File: config.mk
export PLATFORM = sky130hd
export DESIGN_NAME = instr_fetch
export DESIGN_NICKNAME = d
export VERILOG_FILES = /design/src/rtl/instr_fetch.sv
export SDC_FILE = /design/constraint.sdc
export NUM_CORES = 1
export LEC_CHECK = 0
export CAP_MARGIN = 5
export CORE_ASPECT_RATIO = 0.8
export CORE_MARGIN = 2
export CORE_UTILIZATION = 54
export CTS_CLUSTER_SIZE = 16
export DETAILED_ROUTE_END_ITERATION = 8
export PLACE_DENSITY_LB_ADDON = 0.05
export SYNTH_ARGS = -nofsm -noshare
export SYNTH_HDL_FRONTEND = slang
export SYNTH_SLANG_ARGS = --single-unit
File: constraint.sdc
create_clock -name clk -period 5.45 [get_ports clk]
set_input_delay 0.545 -clock clk [delete_from_list [all_inputs] [get_ports clk]]
set_output_delay 0.545 -clock clk [all_outputs]
set_load 0.01 [all_outputs]
File: src/rtl/instr_fetch.sv
// Instruction fetch stage: issues word reads for pc_in and buffers {pc, instr} pairs for decode.
// Define FETCH_MISALIGN_TRAP_EN to turn misaligned PCs into trap marker entries instead of fetches.
module instr_fetch #(
  parameter int unsigned XLEN       = 32,
  parameter int unsigned FIFO_DEPTH = 2
) (
  input  logic            clk,
  input  logic            reset,
  input  logic [XLEN-1:0] pc_in,
  input  logic            flush,
  output logic            pc_advance,
  output logic            mem_req,
  output logic [XLEN-1:0] mem_addr,
  input  logic            mem_ready,
  input  logic            mem_rvalid,
  input  logic [XLEN-1:0] mem_rdata,
  output logic            fetch_valid,
  output logic [XLEN-1:0] fetch_pc,
  output logic [XLEN-1:0] fetch_instr,
  input  logic            fetch_ready,
  output logic            fetch_misaligned
);

  localparam int unsigned CNT_W = $clog2(FIFO_DEPTH + 1);

  typedef enum logic [1:0] {IDLE, REQ, WAIT_RESP, DROP} state_e;

  typedef struct packed {
    logic [XLEN-1:0] pc;
    logic [XLEN-1:0] instr;
    logic            misaligned;
  } entry_t;

  state_e           state_q, state_d;
  logic             mem_req_q, mem_req_d;
  logic [XLEN-1:0]  mem_addr_q, mem_addr_d;
  logic             pc_advance_q, pc_advance_d;
  logic             trap_q, trap_d;
  logic [CNT_W-1:0] count_q, count_d;
  entry_t           fifo_q [FIFO_DEPTH];
  entry_t           fifo_d [FIFO_DEPTH];

  logic             push;
  logic             pop;
  entry_t           push_entry;
  logic [CNT_W-1:0] wr_idx;

  // Request/response sequencing; at most one read is outstanding, so IDLE's room check covers it.
  always_comb begin
    state_d      = state_q;
    mem_req_d    = mem_req_q;
    mem_addr_d   = mem_addr_q;
    pc_advance_d = 1'b0;
    trap_d       = trap_q;
    push         = 1'b0;
    push_entry   = '0;

    unique case (state_q)
      IDLE: begin
        if (!flush && !trap_q && (count_q < CNT_W'(FIFO_DEPTH))) begin
`ifdef FETCH_MISALIGN_TRAP_EN
          if (pc_in[1:0] != 2'b00) begin
            push                  = 1'b1;
            push_entry.pc         = pc_in;
            push_entry.misaligned = 1'b1;
            trap_d                = 1'b1;
          end else begin
            state_d    = REQ;
            mem_req_d  = 1'b1;
            mem_addr_d = pc_in & ~XLEN'(3);
          end
`else
          state_d    = REQ;
          mem_req_d  = 1'b1;
          mem_addr_d = pc_in & ~XLEN'(3);
`endif
        end
      end
      REQ: begin
        if (flush) begin
          mem_req_d = 1'b0;
          state_d   = mem_ready ? DROP : IDLE;
        end else if (mem_ready) begin
          mem_req_d    = 1'b0;
          pc_advance_d = 1'b1;
          state_d      = WAIT_RESP;
        end
      end
      WAIT_RESP: begin
        if (flush) begin
          state_d = mem_rvalid ? IDLE : DROP;
        end else if (mem_rvalid) begin
          push             = 1'b1;
          push_entry.pc    = mem_addr_q;
          push_entry.instr = mem_rdata;
          state_d          = IDLE;
        end
      end
      DROP: begin
        if (mem_rvalid) state_d = IDLE;
      end
      default: state_d = IDLE;
    endcase

    if (flush) trap_d = 1'b0;
  end

  assign pop = (count_q != '0) && fetch_ready;

  // Shift-register FIFO: entry 0 is always the head, so fetch_* come straight from flops.
  always_comb begin
    fifo_d  = fifo_q;
    count_d = count_q;
    wr_idx  = count_q;

    if (pop) begin
      for (int i = 0; i < int'(FIFO_DEPTH) - 1; i++) fifo_d[i] = fifo_q[i+1];
      fifo_d[FIFO_DEPTH-1] = '0;
      count_d = count_q - CNT_W'(1);
      wr_idx  = count_q - CNT_W'(1);
    end

    if (push) begin
      for (int i = 0; i < int'(FIFO_DEPTH); i++) begin
        if (wr_idx == CNT_W'(i)) fifo_d[i] = push_entry;
      end
      count_d = count_d + CNT_W'(1);
    end

    if (flush) begin
      count_d = '0;
      for (int i = 0; i < int'(FIFO_DEPTH); i++) fifo_d[i] = '0;
    end
  end

  always_ff @(posedge clk) begin
    if (reset) begin
      state_q      <= IDLE;
      mem_req_q    <= 1'b0;
      mem_addr_q   <= '0;
      pc_advance_q <= 1'b0;
      trap_q       <= 1'b0;
      count_q      <= '0;
      for (int i = 0; i < int'(FIFO_DEPTH); i++) fifo_q[i] <= '0;
    end else begin
      state_q      <= state_d;
      mem_req_q    <= mem_req_d;
      mem_addr_q   <= mem_addr_d;
      pc_advance_q <= pc_advance_d;
      trap_q       <= trap_d;
      count_q      <= count_d;
      fifo_q       <= fifo_d;
    end
  end

  assign mem_req     = mem_req_q;
  assign mem_addr    = mem_addr_q;
  assign pc_advance  = pc_advance_q;
  assign fetch_valid = (count_q != '0);
  assign fetch_pc    = fifo_q[0].pc;
  assign fetch_instr = fifo_q[0].instr;
`ifdef FETCH_MISALIGN_TRAP_EN
  assign fetch_misaligned = fifo_q[0].misaligned;
`else
  assign fetch_misaligned = 1'b0;
`endif

endmodule
; ---- Word-level counts from Yosys, hierarchy flattened
; Index checks and enable logic that the tools add are counted.
[word_totals]
romBits = 0
latch_bits = 0
wordCells = 57
input_bits = 70
ff_bits = 166
mem_count = 0
mem_bits_rw = 0
[op_classes]
n_bitwise = 1
n_eq_ne = 6
n_mul = 0
mux = 24
shifts = 0
n_div = 0
n_reduce_logical = 12
order_cmp = 1
n_addsub = 2
[ops]
columns = cell, n
row1 = $mux W130, 2
row2 = $mux W65, 2
row3 = $mux W64, 2
row4 = $mux W2, 9
row5 = $pmux W2 S4, 1
row6 = $mux W1, 7
row7 = $eq A2 B1 Y1 const B, 2
row8 = $eq A2 B2 Y1 const B, 2
row9 = $logic_not A2 Y1, 2
row10 = $reduce_and A2 Y1, 2
row11 = $reduce_bool A2 Y1, 2
row12 = $ne A3 B3 Y1 const B, 1
row13 = $reduce_and A3 Y1, 1
row14 = $reduce_or A3 Y1, 1
row15 = $add A2 B1 Y2 const B, 1
row16 = $logic_and A1 B1 Y1, 2
row17 = $lt A2 B2 Y1 const B, 1
row18 = $ne A2 B2 Y1 const B, 1
row19 = $pmux W1 S2, 1
row20 = $reduce_or A2 Y1, 1
row21 = $sub A2 B1 Y2 const B, 1
row22 = $logic_not A1 Y1, 1
row23 = $not A1 Y1, 1

; ---- Longest topological paths before layout
; Gate-level depths: netlist (run 1).
[logic_depth]
ltp_word = 6
mapped_depth = 12
depth_no_buf = 9

; ---- Least setup slack after synthesis (run 1)
; OpenSTA, ideal clock, no wires.
[synth_timing]
path_kind = register to register
start = register count_q[1]
end = register fifo_q[1] (netlist name)
setup_ns = 0.072
path_buffers = 3
required_time_ns = 5.378
t_arrival_ns = 2.349
setup_slack_ns = 3.029
stages_incl_launch_ff = 12
cell_sequence = dfxtp_1 -> inv_1 -> ha_1 -> nor2b_1 -> buf_2 -> buf_1 -> o21ai_0 -> ha_1 -> nand2_1 -> clkbuf_1 -> nand3_1 -> a21oi_1
[synth_via]
elab_chain_cells = 6
word_cells_on_any_way = 8
cone_classes = add/sub (1) / eq/ne (1) / mux (4) / reduce/logical (2)
[synth_rtl]
columns = element, line
row1 = from (decl), 39  ; logic [CNT_W-1:0] count_q, count_d;
row2 = from (signal assigned), 151  ; count_q <= count_d;
row3 = "parallel branches: the longest is 5 deep, another holds $sub A2 B1 Y2", --
row4 = $mux W130 (*), 123  ; if (push) begin
row5 = to (signal assigned), 152  ; fifo_q <= fifo_d;
row6 = to (decl), 40  ; entry_t fifo_q [FIFO_DEPTH];
; Mark *: on every way between the ends.
; A chain may end at the register's enable or synchronous reset.

; ---- Worst setup path after layout (run 1)
[layout_timing]
start = register count_q[1]
end = register fifo_q[62] (netlist name)
; The elaborated chain is that of the path after synthesis.

==> impl_metrics.csv, run 1 <==
group,metric,value,unit
cts,cts-root-buf,"clkbuf_16",
global_route,grt_usage,25.6,%
layout,stdcell_count,1121,
cts,clk_latency,0.43,ns
critical_path,timing.rr.end,"fifo_q[62]$_SDFF_PP0_",
pwr,power,2.76,mW
critical_path,worst-r2r-cell-count,10,
die,die_area,0.0144,mm2
cts,cts_hold_buf,0,
die,core.rowCount,37,
critical_path,critical-path-max-stage-delay,0.69,ns
status,status,"complete, no violations",
cts,htree_levels,4,
placement,place_area,0.00837,mm2
layout,nets,1006,
die,die_x,134,um
layout,diodes,0,
synthesis,synth_top_area_share,45.2,%
sta,holdWs,0.468,ns
critical_path,cpLargestDelayFamily,"simple AND/OR/NAND/NOR gates",
synthesis,synth_area,0.00727,mm2
routing,vias_per_cell,5.52,
sta,tightestPinTransition,1.10,ns
sta,setup_viol,0,
synthesis,yosys.area.top_type,"dfxtp_1",
placement,dp_slack,1.77,ns
run,maxCapViolations,0,
layout,final_cell_area,0.00903,mm2
synthesis,netlist_top_cells_area,"dfxtp_1 (45%), nand2_1 (13%), a311oi_2 (10%)",
synthesis,avgSynthCellArea,8.27,um2
routing,routedWlPerCell,16.2,um
sta,finalCritPeriodShare,60.4,%
critical_path,cp.arrival,3.64,ns
sta,fin_ws,2.16,ns
die,start_util,55.9,%
placement,place.gp.congestion,0.737,
pwr,powerDensity,305,mW/mm2
die,ios,170,
routing,drt-met1-wl,8.18,mm
layout,drive_gt1_share,10.5,%
pwr,peakVddDrop,0.000271,V
placement,port_buffers,164,
routing,ant_nets,0,
sta,slew_headroom,26.6,%
routing,wl_met3,1.12,mm
critical_path,r2r_start,"count_q[1]$_SDFF_PP0_",
sta,fin_skew,0.0115,ns
synthesis,synthCells,879,
sta,min_period,3.29,ns
critical_path,crit_start,"count_q[1]$_SDFF_PP0_",
cts,numCtsBuffers,17,
critical_path,worst_path_max_delay_cell,"and2_2",
routing,topRoutingLayerUsed,"met4",
cts,clkSinkCount,164,
hold_path,min_to,"fifo_q[15]$_SDFF_PP0_",
global_route,grt_pass1_wl,29.4,mm
critical_path,critPathBufInv,2,
critical_path,setup.worst_path.class,"reg -> reg",
sta,finalHoldViolCount,0,
layout,area.growth.synth_to_final,24.3,%
sta,rsz0062_at_grt,"false",
synthesis,ys_types,35,
synthesis,ys_ff_latch,164,
global_route,grt_max_degree,89,
routing,drt_wl_total,18.1,mm
cts,post_cts_buffers,0,
cts,clk_pin_slew_worst_paths,0.06,ns
critical_path,end_kind,"flip-flop",
routing,wl_met2,8.50,mm
sta,final.setup.tns,0,ns
die,die_h,108,um
routing,drtIter0Drc,488,
critical_path,cp_data_required_time,5.79,ns
pwr,p_leak,2.92,nW
cts,ctsResizeCount,0,
layout,fill_cells,994,
hold_path,hp-start,"fifo_q[15]$_SDFF_PP0_",
layout,fin_util,69.4,%
sta,fmax,304,MHz
global_route,gr-total-overflow,0,
placement,dp.cells,1089,
critical_path,cp_max_fo,39,
synthesis,yosysSeqAreaShare,45.2,%
synthesis,synth.yosys.warnings,0,
sta,final-max-slew-violation-count,0,
critical_path,crit_chain,"inv_1 -> ha_1 -> nor2b_4 -> nand2_1 -> o21ai_0 -> ha_1 -> and2_2 -> buf_4 -> nand2_1 -> a21oi_1",
hold_path,hold_class,"reg -> reg",
critical_path,critPathLaunchType,"flip-flop",
die,core_area,0.0130,mm2
placement,hpwlAfterDp,11.2,mm
global_route,antenna_found_initial,0,
cts,cts_tree,"built",
cts,clockBufferDepth,2,
routing,first_pass_iters,5,
hold_path,hold_depth,2,
routing,vias,6185,
critical_path,r2r_setup_slack,2.16,ns
routing,drc,0,
global_route,grt_pass1_vias,5939,
[cell usage after synthesis, drive strengths merged]
master and n:
dfxtp 164, nand3 64, a21oi 95, o21bai 1, and2 1, o21ai 1
or2 1, nor3 4, o211ai 1, inv 4, nand2 249, nor2b 2
conb 1, nor2 66, ha 3, or4 1, nand3b 2, and4 2
nand2b 2, a311oi 61, nor4bb 1, nand4 1, xnor2 3, buf 100
clkbuf 41, mux2 1, nor4 1, a211oi 2, nor3b 1, mux2i 3
[layout by cell type (no fill, tap or decap), drive strengths merged, types with 3 or more instances in the layout]
cell	synthesis	final
dfxtp	164	164
ha	3	3
inv	4	5
nand2	249	249
nand3	64	64
a311oi	61	61
clkbuf	41	20
bufinv	0	5
nor3	4	4
a21oi	95	95
clkinv	0	4
buf	100	10
mux2i	3	3
clkdlybuf4s50	0	164
nor2	66	66
xnor2	3	3
conb	1	3
[power by group]
group / switching (mW) / internal (mW)
combinational: 0.0954 / 0.0976
clock: 0.483 / 0.838
sequential: 0.0224 / 1.22
[worst min-delay path, cell delays in order, from the launching register on]
cell,delay (ns)
dfxtp_1,0.31
nand3_1,0.06
a21oi_1,0.06
[sequential cells by signal, summed over array words and instances, names as in the netlist]
signal	count
mem_req	1
mem_addr	30
fetch_pc	32
fetch_instr	32
state_q	2
count_q	2
pc_advance	1
fifo_q	64
[final cells by class]
type / count / area [um2] / share of cell area (%)
clock buffers: 20 / 457 / 5.06
clock inverters: 12 / 201 / 2.23
inverters: 4 / 15.0 / 0.166
multi-input cells: 572 / 3140 / 34.8
flip-flops and latches: 164 / 3280 / 36.4
well taps: 175 / 219 / 2.42
repair buffers: 174 / 1720 / 19.0
[layer usage]
metal	track usage, %	vias to the layer above
met5	0	-
met4	11.2	0
met3	6.21	25
met2	41.4	172
met1	32.8	2969
li1	-	3019
[how the worst max path moves through the flow]
| stage | endpoint | cells past startpoint |
|---|---|---|
| 3_5_place_dp | fifo_q[54]$_SDFF_PP0_ | 6 |
| 2_1_floorplan | fifo_q[1]$_SDFF_PP0_ | 11 |
| 5_1_grt | fifo_q[62]$_SDFF_PP0_ | 10 |
| 6_report | fifo_q[62]$_SDFF_PP0_ | 10 |
| 4_1_cts | fifo_q[62]$_SDFF_PP0_ | 10 |
| 3_3_place_gp | fifo_q[2]$_SDFF_PP0_ | 6 |
[cells by family (layout without fill, tap and decap cells)]
kind of cell	Yosys count	count (layout)	share of synthesized area, %
adders and majority gates	3	3	0.517
and+or+nand+nor	398	398	22.5
AOI/OAI and AO/OA	161	161	18.7
xor gates and xnor gates	3	3	0.362
buffers and inverters	145	210	12.2
DFF	164	164	45.2
muxes	4	4	0.568
other	1	3	0.0516
(Power assumes the default switching activity.)
==> inputs of run 2 (changes only) <==
CORE_UTILIZATION = 50   (was 54)
clock period = 3.4 ns   (was 5.45 ns; I/O delays follow)
==> run 2 against run 1 <==
Worst setup slack worse by 1.4 ns. Clock power up 48%. Cell area up 0.61%. Total power up 54%. Critical path type unchanged. Largest cell class unchanged.
==> impl_metrics.csv, run 2 (synthesis gave the netlist of run 1 again) <==
group,metric,value,unit
routing,drt_wl_total,18.0,mm
cts,clkSinkCount,164,
hold_path,hold_class,"in -> reg",
hold_path,hold_depth,3,
status,status,"complete, no violations",
routing,drtIter0Drc,348,
sta,holdWs,0.456,ns
sta,setup_viol,0,
placement,place.gp.congestion,0.751,
global_route,grt_usage,23.1,%
die,die_x,139,um
pwr,powerDensity,468,mW/mm2
run,maxCapViolations,0,
pwr,peakVddDrop,0.000375,V
sta,rsz0062_at_grt,"false",
critical_path,cp_data_required_time,3.73,ns
layout,largest_register,"fifo_q",
die,core.rowCount,39,
global_route,grt_max_degree,69,
placement,dp.cells,1103,
layout,diodes,0,
critical_path,setup.worst_path.class,"reg -> reg",
cts,clk_latency,0.43,ns
layout,stdcell_count,1134,
layout,nets,1011,
global_route,grt_pass1_vias,5969,
die,die_h,112,um
placement,port_buffers,164,
sta,final.setup.tns,0,ns
sta,slew_headroom,24.8,%
critical_path,end_kind,"flip-flop",
die,core_area,0.0142,mm2
critical_path,cp_max_fo,50,
die,start_util,51.0,%
layout,largest_reg_flops,64,
cts,cts_tree,"built",
cts,numCtsBuffers,17,
layout,fin_util,63.8,%
cts,ctsResizeCount,0,
layout,area.growth.synth_to_final,25.1,%
global_route,gr-total-overflow,0,
global_route,grt_pass1_wl,29.4,mm
sta,fmax,378,MHz
critical_path,critPathLaunchType,"flip-flop",
hold_path,hp-start,"pc_in[17]",
sta,tightestPinTransition,1.13,ns
routing,drc,0,
sta,fin_skew,0.00722,ns
layout,final_cell_mix,"nand2_1 (247), dfxtp_1 (164), clkdlybuf4s50_1 (164)",
cts,clockBufferDepth,2,
critical_path,worst-r2r-cell-count,10,
placement,hpwlAfterDp,11.4,mm
layout,mostFrequentLayoutCell,"nand2_1",
routing,vias_per_cell,5.43,
sta,finalHoldViolCount,0,
critical_path,timing.rr.end,"fetch_instr[1]$_SDFF_PP0_",
critical_path,cp.arrival,2.98,ns
die,ios,170,
sta,finalCritPeriodShare,77.7,%
routing,vias,6161,
hold_path,min_to,"mem_addr[17]$_SDFFE_PP0P_",
critical_path,r2r_setup_slack,0.76,ns
cts,cts_hold_buf,0,
global_route,antenna_found_initial,0,
routing,routedWlPerCell,15.9,um
critical_path,r2r_start,"count_q[1]$_SDFF_PP0_",
cts,htree_levels,4,
die,die_area,0.0155,mm2
cts,clk_pin_slew_worst_paths,0.06,ns
routing,first_pass_iters,5,
pwr,p_leak,2.95,nW
layout,drive_gt1_share,10.7,%
sta,final-max-slew-violation-count,0,
sta,min_period,2.64,ns
routing,ant_nets,0,
cts,cts-root-buf,"clkbuf_16",
cts,post_cts_buffers,0,
==> run 2: cell count changes in the layout (fill, tap and decap cells not counted), sizes merged <==
| cell | change |
|---|---|
| clkbuf | +2 |
| buf | +5 |
| inv | -1 |
| clkinvlp | +1 |
| bufinv | -2 |
| clkinv | -1 |
==> run 2: per-layer routing <==
layer	vias to the layer above	routed length [um]	GRT usage (%)
met4	0	146	6.33
li1	3016	-	-
met1	2938	8070	29.3
met3	14	1170	6.97
met2	193	8590	38.6
met5	-	0	0
==> run 2: cell type report <==
type	instances	area, um2
clock buffer	22	474
clock inverter	9	128
fill	1207	5160
inverter	4	15.0
multi-input combinational	572	3140
sequential	164	3280
tap	184	230
timing repair buffer	179	1820
==> run 2: worst max-delay path by stage <==
| stage | start | to | slack (ns) |
|---|---|---|---|
| detailed placement | fetch_ready | fifo_q[51]$_SDFF_PP0_ | 0.64 |
| finish | count_q[1]$_SDFF_PP0_ | fetch_instr[1]$_SDFF_PP0_ | 0.76 |
| global placement | fetch_ready | fifo_q[63]$_SDFF_PP0_ | 0.68 |
| CTS | count_q[1]$_SDFF_PP0_ | fifo_q[63]$_SDFF_PP0_ | 0.74 |
| floorplan | count_q[1]$_SDFF_PP0_ | fifo_q[1]$_SDFF_PP0_ | 0.98 |
| global route | count_q[1]$_SDFF_PP0_ | fifo_q[53]$_SDFF_PP0_ | 0.56 |
==> run 2: where the power goes <==
group	leakage (nW)	internal, mW	switching, mW	total (mW)
combinational	1.33	0.159	0.152	0.311
sequential	1.33	1.96	0.0363	1.99
clock	0.288	1.20	0.745	1.95
==> run 2: stage by stage <==
| step | setup WS (ns) | total power, mW | instance area [um2] |
|---|---|---|---|
| 6_report | 0.757 | 4.25 | 9090 |
| 5_1_grt | 0.563 | 4.40 | 9090 |
| 3_5_place_dp | 0.642 | 2.34 | 8480 |
| 4_1_cts | 0.735 | 4.28 | 9090 |
| 3_3_place_gp | 0.685 | 2.34 | 8480 |
| 2_1_floorplan | 0.979 | 2.17 | 7270 |
==> run 2: critical path, cell delays in order (launching register included) <==
cell and delay, ns:
dfxtp_1 0.43, inv_1 0.10, ha_1 0.25, nor2b_4 0.22, xnor2_1 0.22, inv_1 0.08, ha_1 0.22, nand2_4 0.33
buf_12 0.31, nor2_1 0.09, a311oi_2 0.26
